## config.mk

```make
export PLATFORM = sky130hd
export DESIGN_NAME = adc_avg_filter
export DESIGN_NICKNAME = d
export VERILOG_FILES = /design/src/rtl/adc_avg_filter.sv
export SDC_FILE = /design/constraint.sdc
export NUM_CORES = 1
export LEC_CHECK = 0
export ABC_AREA = 1
export BUFFER_PORTS_ARGS = -buffer_cell sky130_fd_sc_hd__buf_2
export CORE_MARGIN = 2
export CORE_UTILIZATION = 65
export CTS_CLUSTER_SIZE = 14
export DETAILED_ROUTE_END_ITERATION = 8
export PLACE_DENSITY = 0.86
export SYNTH_ARGS = -nofsm -noshare
export SYNTH_HDL_FRONTEND = slang
export SYNTH_SLANG_ARGS = --single-unit
```

## constraint.sdc

```tcl
create_clock -name clk_adc -period 5.7 [get_ports clk_adc]
set_clock_uncertainty 0.15 [all_clocks]
set_input_delay 0.285 -clock clk_adc [delete_from_list [all_inputs] [get_ports clk_adc]]
set_output_delay 0.285 -clock clk_adc [all_outputs]
set_load 0.02 [all_outputs]
```

## src/rtl/adc_avg_filter.sv

```systemverilog
// Paces the serial ADC receiver and averages windows of 2^LOG2_N samples.
// Publishes the truncated average and the window min/max with a one-cycle valid pulse.
module adc_avg_filter #(
    parameter int unsigned LOG2_N = 3,
    parameter int unsigned DIV    = 50
) (
    input  logic        clk_adc,
    input  logic        rst_adc,
    input  logic        enable_i,
    input  logic        clear_i,
    input  logic [11:0] sample_i,
    input  logic        band_i,
    output logic        inicio_o,
    output logic [11:0] avg_o,
    output logic [11:0] min_o,
    output logic [11:0] max_o,
    output logic        avg_valid_o,
    output logic        busy_o
);

    localparam int unsigned SW = 12;
    localparam int unsigned AW = SW + LOG2_N;
    localparam int unsigned CW = LOG2_N;
    localparam int unsigned N  = 1 << LOG2_N;
    localparam int unsigned TW = $clog2(DIV);

    typedef enum logic [1:0] {
        IDLE = 2'd0,
        ACC  = 2'd1,
        OUT  = 2'd2
    } state_t;

    state_t        state_q, state_d;
    logic [TW-1:0] timer_q, timer_d;
    logic          inicio_q, inicio_d;
    logic [AW-1:0] acc_q, acc_d;
    logic [CW-1:0] cnt_q, cnt_d;
    logic [SW-1:0] run_min_q, run_min_d;
    logic [SW-1:0] run_max_q, run_max_d;
    logic [SW-1:0] hold_avg_q, hold_avg_d;
    logic [SW-1:0] hold_min_q, hold_min_d;
    logic [SW-1:0] hold_max_q, hold_max_d;
    logic [SW-1:0] avg_q, avg_d;
    logic [SW-1:0] min_q, min_d;
    logic [SW-1:0] max_q, max_d;
    logic          valid_q, valid_d;

    logic [AW-1:0] acc_sum;
    logic [SW-1:0] min_nx;
    logic [SW-1:0] max_nx;

    assign acc_sum = acc_q + AW'(sample_i);
    assign min_nx  = (sample_i < run_min_q) ? sample_i : run_min_q;
    assign max_nx  = (sample_i > run_max_q) ? sample_i : run_max_q;

    // Conversion pacing: pulse is registered so it lines up with timer == DIV-1.
    always_comb begin
        timer_d  = '0;
        inicio_d = 1'b0;
        if (enable_i) begin
            timer_d  = (timer_q == TW'(DIV - 1)) ? '0 : timer_q + TW'(1);
            inicio_d = (timer_q == TW'(DIV - 2));
        end
    end

    always_comb begin
        state_d    = state_q;
        acc_d      = acc_q;
        cnt_d      = cnt_q;
        run_min_d  = run_min_q;
        run_max_d  = run_max_q;
        hold_avg_d = hold_avg_q;
        hold_min_d = hold_min_q;
        hold_max_d = hold_max_q;
        avg_d      = avg_q;
        min_d      = min_q;
        max_d      = max_q;
        valid_d    = 1'b0;

        case (state_q)
            IDLE: begin
                acc_d     = '0;
                cnt_d     = '0;
                run_min_d = '1;
                run_max_d = '0;
                if (enable_i) state_d = ACC;
            end
            ACC: begin
                if (!enable_i || clear_i) begin
                    acc_d     = '0;
                    cnt_d     = '0;
                    run_min_d = '1;
                    run_max_d = '0;
                    if (!enable_i) state_d = IDLE;
                end else if (band_i) begin
                    if (cnt_q == CW'(N - 1)) begin
                        hold_avg_d = SW'(acc_sum >> LOG2_N);
                        hold_min_d = min_nx;
                        hold_max_d = max_nx;
                        acc_d      = '0;
                        cnt_d      = '0;
                        run_min_d  = '1;
                        run_max_d  = '0;
                        state_d    = OUT;
                    end else begin
                        acc_d     = acc_sum;
                        cnt_d     = cnt_q + CW'(1);
                        run_min_d = min_nx;
                        run_max_d = max_nx;
                    end
                end
            end
            OUT: begin
                avg_d   = hold_avg_q;
                min_d   = hold_min_q;
                max_d   = hold_max_q;
                valid_d = 1'b1;
                // A strobe landing here opens the next window.
                if (band_i) begin
                    acc_d     = AW'(sample_i);
                    cnt_d     = CW'(1);
                    run_min_d = sample_i;
                    run_max_d = sample_i;
                end else begin
                    acc_d     = '0;
                    cnt_d     = '0;
                    run_min_d = '1;
                    run_max_d = '0;
                end
                state_d = enable_i ? ACC : IDLE;
            end
            default: begin
                state_d = IDLE;
            end
        endcase
    end

    always_ff @(posedge clk_adc or posedge rst_adc) begin
        if (rst_adc) begin
            state_q    <= IDLE;
            timer_q    <= '0;
            inicio_q   <= 1'b0;
            acc_q      <= '0;
            cnt_q      <= '0;
            run_min_q  <= '1;
            run_max_q  <= '0;
            hold_avg_q <= '0;
            hold_min_q <= '0;
            hold_max_q <= '0;
            avg_q      <= '0;
            min_q      <= '0;
            max_q      <= '0;
            valid_q    <= 1'b0;
        end else begin
            state_q    <= state_d;
            timer_q    <= timer_d;
            inicio_q   <= inicio_d;
            acc_q      <= acc_d;
            cnt_q      <= cnt_d;
            run_min_q  <= run_min_d;
            run_max_q  <= run_max_d;
            hold_avg_q <= hold_avg_d;
            hold_min_q <= hold_min_d;
            hold_max_q <= hold_max_d;
            avg_q      <= avg_d;
            min_q      <= min_d;
            max_q      <= max_d;
            valid_q    <= valid_d;
        end
    end

    assign inicio_o    = inicio_q;
    assign avg_o       = avg_q;
    assign min_o       = min_q;
    assign max_o       = max_q;
    assign avg_valid_o = valid_q;
    assign busy_o      = (state_q != IDLE);

endmodule
```

After elaboration in Yosys (flattened, before gate mapping)
Cells that the tools add are included.
- bits in registers: 124
- bits of input ports: 17
- output and inout port bits: 39
- logic and storage cells: 70
- $add $sub $neg: 3
- magnitude comparators: 2
- eq/ne operators: 9
- muxes and demuxes: 33
- bitwise logic cells: 1
- reductions and logical operators: 8
- operators with widths (kind ; number):
    2-to-1 mux 12 bit ; 11
    case mux 12 bit (3 select lines) ; 2
    2-to-1 mux 15 bit ; 3
    case mux 15 bit (3 select lines) ; 1
    adder 15 x 12 -> 15 bit ; 1
    equality test 6 bit (second input constant) ; 2
    > comparator 12 bit ; 1
    less-than comparator 12 bit ; 1
    2-to-1 mux 6 bit ; 2
    2-to-1 mux 2 bit ; 5
    2-to-1 mux 3 bit ; 3
    inequality test 3 bit (second input constant) ; 3
    case mux 3 bit (3 select lines) ; 1
    AND reduction 4 bit ; 2
    adder 6 x 1 -> 6 bit (second input constant) ; 1
    case mux 2 bit (3 select lines) ; 1
    2-to-1 mux 1 bit ; 4
    adder 3 x 1 -> 3 bit (second input constant) ; 1
    equality test 3 bit (second input constant) ; 1
    nonzero test 3 bit ; 1
    equality test 2 x 1 -> 1 bit (second input constant) ; 1
    equality test 2 bit (second input constant) ; 1
    logical NOT 2 bit ; 1
    inequality test 2 bit (second input constant) ; 1
    5 further kinds ; 5

Logic depth before layout (Yosys ltp)
Gate-level depths: netlist (run 1).
- word-level depth: 6
- depth in mapped cells: 13
- gate-level depth less buffers: 13

Least setup slack after synthesis (run 1)
No wires, ideal clock.
- path kind: register to register
- from: reg run_min_q[11]
- to: reg run_min_q[0]
- library setup time: 73 ps
- arrival time: 1800 ps
- required time: 5477 ps
- path slack: 3677 ps
- stages on the path, launching flop included: 13
- buffers on the path: 1
- clock period less this slack: 2023 ps
- cell sequence: dfstp_2 inv_1 ha_1 nand2_1 inv_1 nand2_1 nand2_1 a21oi_1 buf_2 nand3_1 nand3_1 nand2_1 a21oi_1
- longest elaborated chain between the ends: 6
- RTL lines (item ; line ; source):
    start, declared ; 38 ; logic [SW-1:0] run_min_q, run_min_d;
    start signal, assigned ; 160 ; run_min_q <= run_min_d;
    less-than comparator 12 bit ; 53 ; assign min_nx = (sample_i < run_min_q) ? sample_i : run_min_q;
    2-to-1 mux 12 bit ; 53 ;
    2-to-1 mux 12 bit ; 96 ; if (cnt_q == CW'(N - 1)) begin
    2-to-1 mux 12 bit ; 95 ; end else if (band_i) begin
    2-to-1 mux 12 bit ; 89 ; if (!enable_i || clear_i) begin
    case mux 12 bit (3 select lines) ; 80 ; case (state_q)
Every way passes these cells. The select of a mux whose other input is x is not followed.
A chain may end at the register's enable or synchronous reset.

Worst setup path in the final report (run 1)
- from: reg run_min_q[5]
- to: reg run_min_q[7]
Same word-level chain as after synthesis.

==> results of run 1 <==
[per-stage QoR]
| stage | setup WS (ns) | std cells |
|---|---|---|
| final | 2.479 | 1058 |
| after global placement | 2.713 | 1016 |
| after global routing | 2.349 | 1058 |
| after CTS | 2.598 | 1058 |
| after floorplan | 1.986 | 855 |
| after detailed placement | 2.634 | 1016 |
[flip-flops by register name (all words and copies together) (netlist names)]
name	count
max_o	12
hold_avg_q	12
state_q	2
hold_max_q	12
min_o	12
run_max_q	12
run_min_q	12
timer_q	6
cnt_q	3
avg_o	12
inicio_o	1
avg_valid_o	1
hold_min_q	12
acc_q	15
[worst max-delay path, stage by stage (launching register included)]
cell,delay [ns]
dfstp_2,0.55
inv_1,0.05
ha_1,0.29
nand2_1,0.07
nand2_1,0.08
nand2_1,0.08
nand2_1,0.05
a21oi_1,0.77
nand2_1,0.54
nand2_1,0.22
nand3_1,0.11
nand2_1,0.11
a21oi_1,0.08
[area by class of cell]
class | count | area (µm²) | area share [%]
multi-input combinational | 614 | 3164 | 40.72
sequential | 124 | 3118 | 40.13
clock buffer | 17 | 414.1 | 5.330
timing repair buffer | 68 | 397.9 | 5.121
inverter | 84 | 317.8 | 4.090
clock inverter | 15 | 187.7 | 2.415
tap | 136 | 170.2 | 2.190
[worst paths after layout]
| check | to | slack (ns) | start |
|---|---|---|---|
| max | run_min_q[7] | 2.48 | run_min_q[5] |
| min | run_max_q[9] | 0.006 | sample_i[9] |
| max reg2reg | run_min_q[7] | 2.48 | run_min_q[5] |
| min reg2reg | min_o[4] | 0.32 | min_o[4] |
| max in group asynchronous | run_max_q[7] | 3.74 | rst_adc |
| min in group asynchronous | max_o[4] | 0.23 | rst_adc |
[cells by family after synthesis]
kind of cell               Yosys count
adders and majority gates           45
AOI/OAI and AO/OA                  112
DFF                                124
xor gates and xnor gates             9
buffers and inverters              117
and+or+nand+nor                    448
[per-layer routing]
metal,vias to the layer above,GRT usage (%)
met3,52,6.131
met1,2913,42.81
met5,-,0
met4,0,12.97
li1,2887,-
met2,336,51.75
[power by group through the flow]
stage | registers, W | logic, W | clock network, W
after CTS | 0.00112 | 0.00108 | 0.00111
after global routing | 0.00113 | 0.00122 | 0.00117
after global placement | 0.00112 | 0.00102 | 0
final | 0.00112 | 0.00110 | 0.00111
after floorplan | 0.00118 | 0.000742 | 0
after detailed placement | 0.00113 | 0.00106 | 0
[repair_timing]
action,4_1_cts,5_1_grt
setup endpoints to repair,0,0
endpoints found under the hold margin,59,0
hold buffers,10,0
[cell usage in the layout, fill, tap and decap left out, drive strengths merged]
cell | synthesis | layout
a21boi | 1 | 1
a21oi | 46 | 46
a31oi | 12 | 12
buf | 17 | 58
bufinv | 0 | 3
clkbuf | 16 | 17
clkinv | 1 | 5
clkinvlp | 0 | 3
dfrtp | 112 | 112
dfstp | 12 | 12
dlygate4sd3 | 0 | 10
fa | 1 | 1
ha | 44 | 44
inv | 83 | 88
nand2 | 271 | 271
nand3 | 99 | 99
nand3b | 6 | 6
nand4 | 1 | 1
nor2 | 64 | 64
nor3 | 4 | 4
o211ai | 7 | 7
o21a | 1 | 1
o21ai | 42 | 42
o21bai | 1 | 1
o31ai | 2 | 2
or2 | 3 | 3
xnor2 | 6 | 6
xor2 | 3 | 3
==> impl_metrics.csv, run 1 <==
group,metric,value,unit
detailed_routing,post-route-drc-count,0,
clocking,h-tree-depth,4,
power_and_ir_drop,p_switching,0.001286,W
clocking,clk_latency,0.53,ns
critical_path,cp.arrival,3.52,ns
hold_path,min_path_type,"input pin to register",
critical_path,critPathRequiredTime,6.00,ns
global_route,grt_max_degree,75,
detailed_routing,topRoutingLayerUsed,"met4",
sta,hold_ws,0.006268,ns
synthesis,syn_area,6775,µm²
layout,area_delta_synth_final,14.68,%
sta,finalHoldViolCount,0,
detailed_routing,vias,6188,
clocking,cts_tree,"done",
critical_path,cp-start-kind,"register",
detailed_routing,dr.first_iter.drc_count,768,
detailed_routing,first_pass_iters,6,
clocking,post-cts-setup-buffers,0,
sta,finalSetupViolCount,0,
synthesis,synth_commonest_cells,"258 x nand2_1, 112 x dfrtp_1, 98 x nand3_1",
die,die_area,11260,µm²
synthesis,synth_mux_area_share,0,%
global_route,grt_pass1_vias,5913,
die,rows,37,
die,die_height,106.1,µm
power_and_ir_drop,power_frac_comb,32.9,%
layout,n_fill_cell,733,
power_and_ir_drop,clock_power_share,33.4,%
placed_design,place_area,7068,µm²
power_and_ir_drop,p_leak,4.184,nW
sta,period_needed,3.221,ns
sta,fmax,310.5,MHz
sta,drv_slew,0,
detailed_routing,met2_length,8170,µm
synthesis,synth-async-reset-ratio,100.0,%
die,die_x,106.1,µm
clocking,cts_root_buf,"clkbuf_8",
die,coreArea,10230,µm²
sta,fin_crit_sh,56.50,%
global_route,grt_pass1_wl,28220,µm
global_route,grt.overflow.total,0,
power_and_ir_drop,p_total,0.003330,W
synthesis,synth.yosys.seq_area_share,46.02,%
power_and_ir_drop,vdd_drop_max,0.0004284,V
power_and_ir_drop,power-per-cell-area,428.6,nW/µm²
layout,final_area,7770,µm²
clocking,cts_buffers,17,
run,cap_viol_max_count,0,
critical_path,path_max_fanout,13,
synthesis,synth-warning-count,0,
die,start_util,66.22,%
power_and_ir_drop,intPower,0.002044,W
power_and_ir_drop,seqPwrFrac,33.7,%
synthesis,synth_top_area_share,41.37,%
clocking,clock_path_buffers,2,
synthesis,avgSynthCellArea,7.924,µm²
outcome,status,"complete, no violations",
hold_path,whs_path_depth,3,
power_and_ir_drop,swShare,38.63,%
placed_design,post-dp-hpwl,11820,µm
synthesis,synth_seq_cells,124,
synthesis,synthAdderAreaFrac,8.421,%
synthesis,synthTopCellsByArea,"dfrtp_1 41%, nand2_1 14%, ha_1 8.1%, nand3_1 7.2%, dfstp_2 4.7%",
synthesis,synth-edff-count,0,
critical_path,ff2ff_path_depth,12,
sta,rsz0062_at_grt,"false",
clocking,cts_sinks,124,
detailed_routing,detail-route-antenna-nets,0,
sta,tightest_slew,1.009,ns
synthesis,synthXorXnorAreaFrac,1.163,%
die,ios,56,
clocking,clk_pin_slew,0.06,ns
critical_path,cp-end-kind,"register",
synthesis,synthSimpleGateAreaFrac,28.13,%
placed_design,portBuffers,55,
layout,layout.nets,971,
layout,layout-drive-gt1-share,13.88,%
synthesis,synth_top_family_by_area,"simple AND/OR/NAND/NOR gates",
sta,fin_setup_tns,0,ns
synthesis,synth_cell_types,37,
sta,relSlewSlack,32.73,%
layout,utilization,75.94,%
detailed_routing,met1_length,7217,µm
synthesis,yosysTopAreaCell,"dfrtp_1",
placed_design,place.gp.congestion,0.9627,
critical_path,crit_type,"register to register",
detailed_routing,wl,17130,µm
synthesis,synth_compound_area_share,8.994,%
detailed_routing,post_drt_wl_per_cell,16.19,µm
synthesis,synth_nets,917,
synthesis,ys_dominant_reg_cell,"dfrtp_1",
global_route,antenna_found_initial,0,
global_route,grt_usage,32.00,%
layout,diodes,0,
synthesis,synth_cells,855,
synthesis,synth_most_common_cell,"nand2_1",
detailed_routing,wl_met3,1257,µm
clocking,cts_resized,0,
detailed_routing,vias_per_cell,5.849,
No activity file was read; power rests on OpenSTA's default activity.
==> run 2, diff against run 1 <==
--- a/config.mk
+++ b/config.mk
@@ -8,10 +8,10 @@
 export ABC_AREA = 1
 export BUFFER_PORTS_ARGS = -buffer_cell sky130_fd_sc_hd__buf_2
 export CORE_MARGIN = 2
-export CORE_UTILIZATION = 65
+export CORE_UTILIZATION = 54
 export CTS_CLUSTER_SIZE = 14
 export DETAILED_ROUTE_END_ITERATION = 8
-export PLACE_DENSITY = 0.86
+export PLACE_DENSITY = 0.76
 export SYNTH_ARGS = -nofsm -noshare
 export SYNTH_HDL_FRONTEND = slang
 export SYNTH_SLANG_ARGS = --single-unit
==> constraint.sdc (replaced) <==
create_clock -name clk_adc -period 2.8 [get_ports clk_adc]
set_clock_uncertainty 0.15 [all_clocks]
set_input_delay 0.14 -clock clk_adc [delete_from_list [all_inputs] [get_ports clk_adc]]
set_output_delay 0.14 -clock clk_adc [all_outputs]
set_load 0.02 [all_outputs]
==> impl_metrics.csv, run 2 (synthesis gave the netlist of run 1 again) <==
group,metric,value,unit
outcome,status,"complete, no violations",
clocking,cts_buffers,17,
power_and_ir_drop,vdd_drop_max,0.0006436,V
hold_path,whs_path_depth,5,
critical_path,ff2ff_path_depth,13,
clocking,cts_resized,0,
clocking,clk_latency,0.42,ns
placed_design,place_area,7219,µm²
sta,fin_setup_tns,0,ns
detailed_routing,first_pass_iters,6,
detailed_routing,detail-route-antenna-nets,0,
die,die_area,13460,µm²
power_and_ir_drop,power_frac_comb,32.5,%
layout,final_cell_mix,"258 x nand2_1, 112 x dfrtp_1, 98 x nand3_1",
layout,layout-drive-gt1-share,15.02,%
critical_path,cp-end-kind,"register",
hold_path,min_path_type,"input pin to register",
die,coreArea,12110,µm²
sta,drv_slew,0,
detailed_routing,dr.first_iter.drc_count,483,
critical_path,cp-start-kind,"input pin",
placed_design,portBuffers,55,
critical_path,critPathRequiredTime,3.00,ns
sta,fin_crit_sh,84.63,%
global_route,grt_max_degree,62,
clocking,cts_sinks,124,
critical_path,path_max_fanout,4,
detailed_routing,wl,16090,µm
clocking,clock_path_buffers,2,
global_route,grt.overflow.total,0,
power_and_ir_drop,power-per-cell-area,859.2,nW/µm²
detailed_routing,vias,5894,
layout,top_register,"acc_q",
global_route,grt_usage,25.70,%
detailed_routing,post_drt_wl_per_cell,14.53,µm
die,rows,40,
sta,finalHoldViolCount,0,
power_and_ir_drop,clock_power_share,34.5,%
layout,largest_register_ffs,15,
placed_design,place.gp.congestion,0.9369,
die,die_height,116.0,µm
layout,final_area,8001,µm²
critical_path,cp.arrival,2.57,ns
layout,mostFrequentLayoutCell,"nand2_1",
global_route,grt_pass1_wl,26830,µm
detailed_routing,vias_per_cell,5.324,
power_and_ir_drop,p_total,0.006875,W
power_and_ir_drop,p_switching,0.002499,W
run,cap_viol_max_count,0,
clocking,clk_pin_slew,0.06,ns
clocking,h-tree-depth,4,
clocking,cts_tree,"done",
sta,relSlewSlack,45.84,%
global_route,antenna_found_initial,0,
sta,tightest_slew,0.8106,ns
power_and_ir_drop,seqPwrFrac,33.1,%
power_and_ir_drop,intPower,0.004376,W
global_route,grt_pass1_vias,5582,
layout,layout.nets,988,
placed_design,post-dp-hpwl,11360,µm
sta,finalSetupViolCount,0,
layout,area_delta_synth_final,18.10,%
clocking,cts_root_buf,"clkbuf_16",
sta,rsz0062_at_grt,"false",
die,start_util,55.94,%
sta,period_needed,2.370,ns
power_and_ir_drop,swShare,36.35,%
layout,diodes,0,
die,ios,56,
sta,fmax,422.0,MHz
detailed_routing,post-route-drc-count,0,
power_and_ir_drop,p_leak,4.288,nW
critical_path,crit_type,"input pin to register",
die,die_x,116.0,µm
[run 2: per-layer routing]
metal / part of all wire [%] / wire, µm / global-route usage, %
met5: 0 / 0 / 0
met4: 1.6 / 255 / 8.730
met3: 4.9 / 788 / 4.707
met2: 47 / 7563 / 41.25
met1: 46 / 7480 / 35.39
[run 2: area by class of cell]
cell class              instances  area, µm²
clock buffers                  19      452.9
clock inverters                13      188.9
fillers                      1049       4110
inverters                      84      319.1
multi-input cells             614       3164
flip-flops and latches        124       3118
well taps                     168      210.2
repair buffers                 85      548.0
[run 2: path summary, 6_finish.rpt]
check / startpoint / endpoint / slack (ns)
worst min-delay path: clear_i / cnt_q[2] / 0.02
worst max register to register: state_q[1] / acc_q[8] / 0.44
max in group asynchronous: rst_adc / run_max_q[0] / 1.44
min in group asynchronous: rst_adc / avg_o[10] / 0.27
worst max-delay path: sample_i[0] / hold_avg_q[5] / 0.43
worst min register to register: avg_o[7] / avg_o[7] / 0.31
[run 2: critical path: stages]
cell	delay [ns]
dlygate4sd3_1	0.52
buf_2	0.17
ha_1	0.24
fa_1	0.41
nand2_1	0.11
nand2_1	0.06
o21ai_0	0.16
o21ai_0	0.23
nand2_1	0.11
nand2_1	0.06
xor2_1	0.21
nand2_1	0.09
nand2_1	0.06
[run 2: power groups by stage]
stage | logic [W] | clock network (W) | registers [W]
after floorplan | 0.00151 | 0 | 0.00240
after global placement | 0.00216 | 0 | 0.00229
after detailed placement | 0.00219 | 0 | 0.00230
after CTS | 0.00223 | 0.00239 | 0.00227
after global routing | 0.00252 | 0.00248 | 0.00231
final | 0.00223 | 0.00237 | 0.00227
[run 2: stage by stage]
stage / hold WS [ns] / setup WS [ns] / utilization [%] / std cells
after floorplan: 0.1142 / 0.7769 / - / 855
after global placement: 0.1753 / 0.5613 / 59.61 / 1061
after detailed placement: 0.1890 / 0.4891 / 59.61 / 1061
after CTS: 0.01838 / 0.4597 / 66.06 / 1107
after global routing: 0.04962 / 0.2566 / 66.06 / 1107
final: 0.02040 / 0.4305 / 66.06 / 1107
[run 2: timing repair]
action	in CTS	in global routing
hold buffers	14	0
setup buffers	0	0
endpoints found under the hold margin	72	0
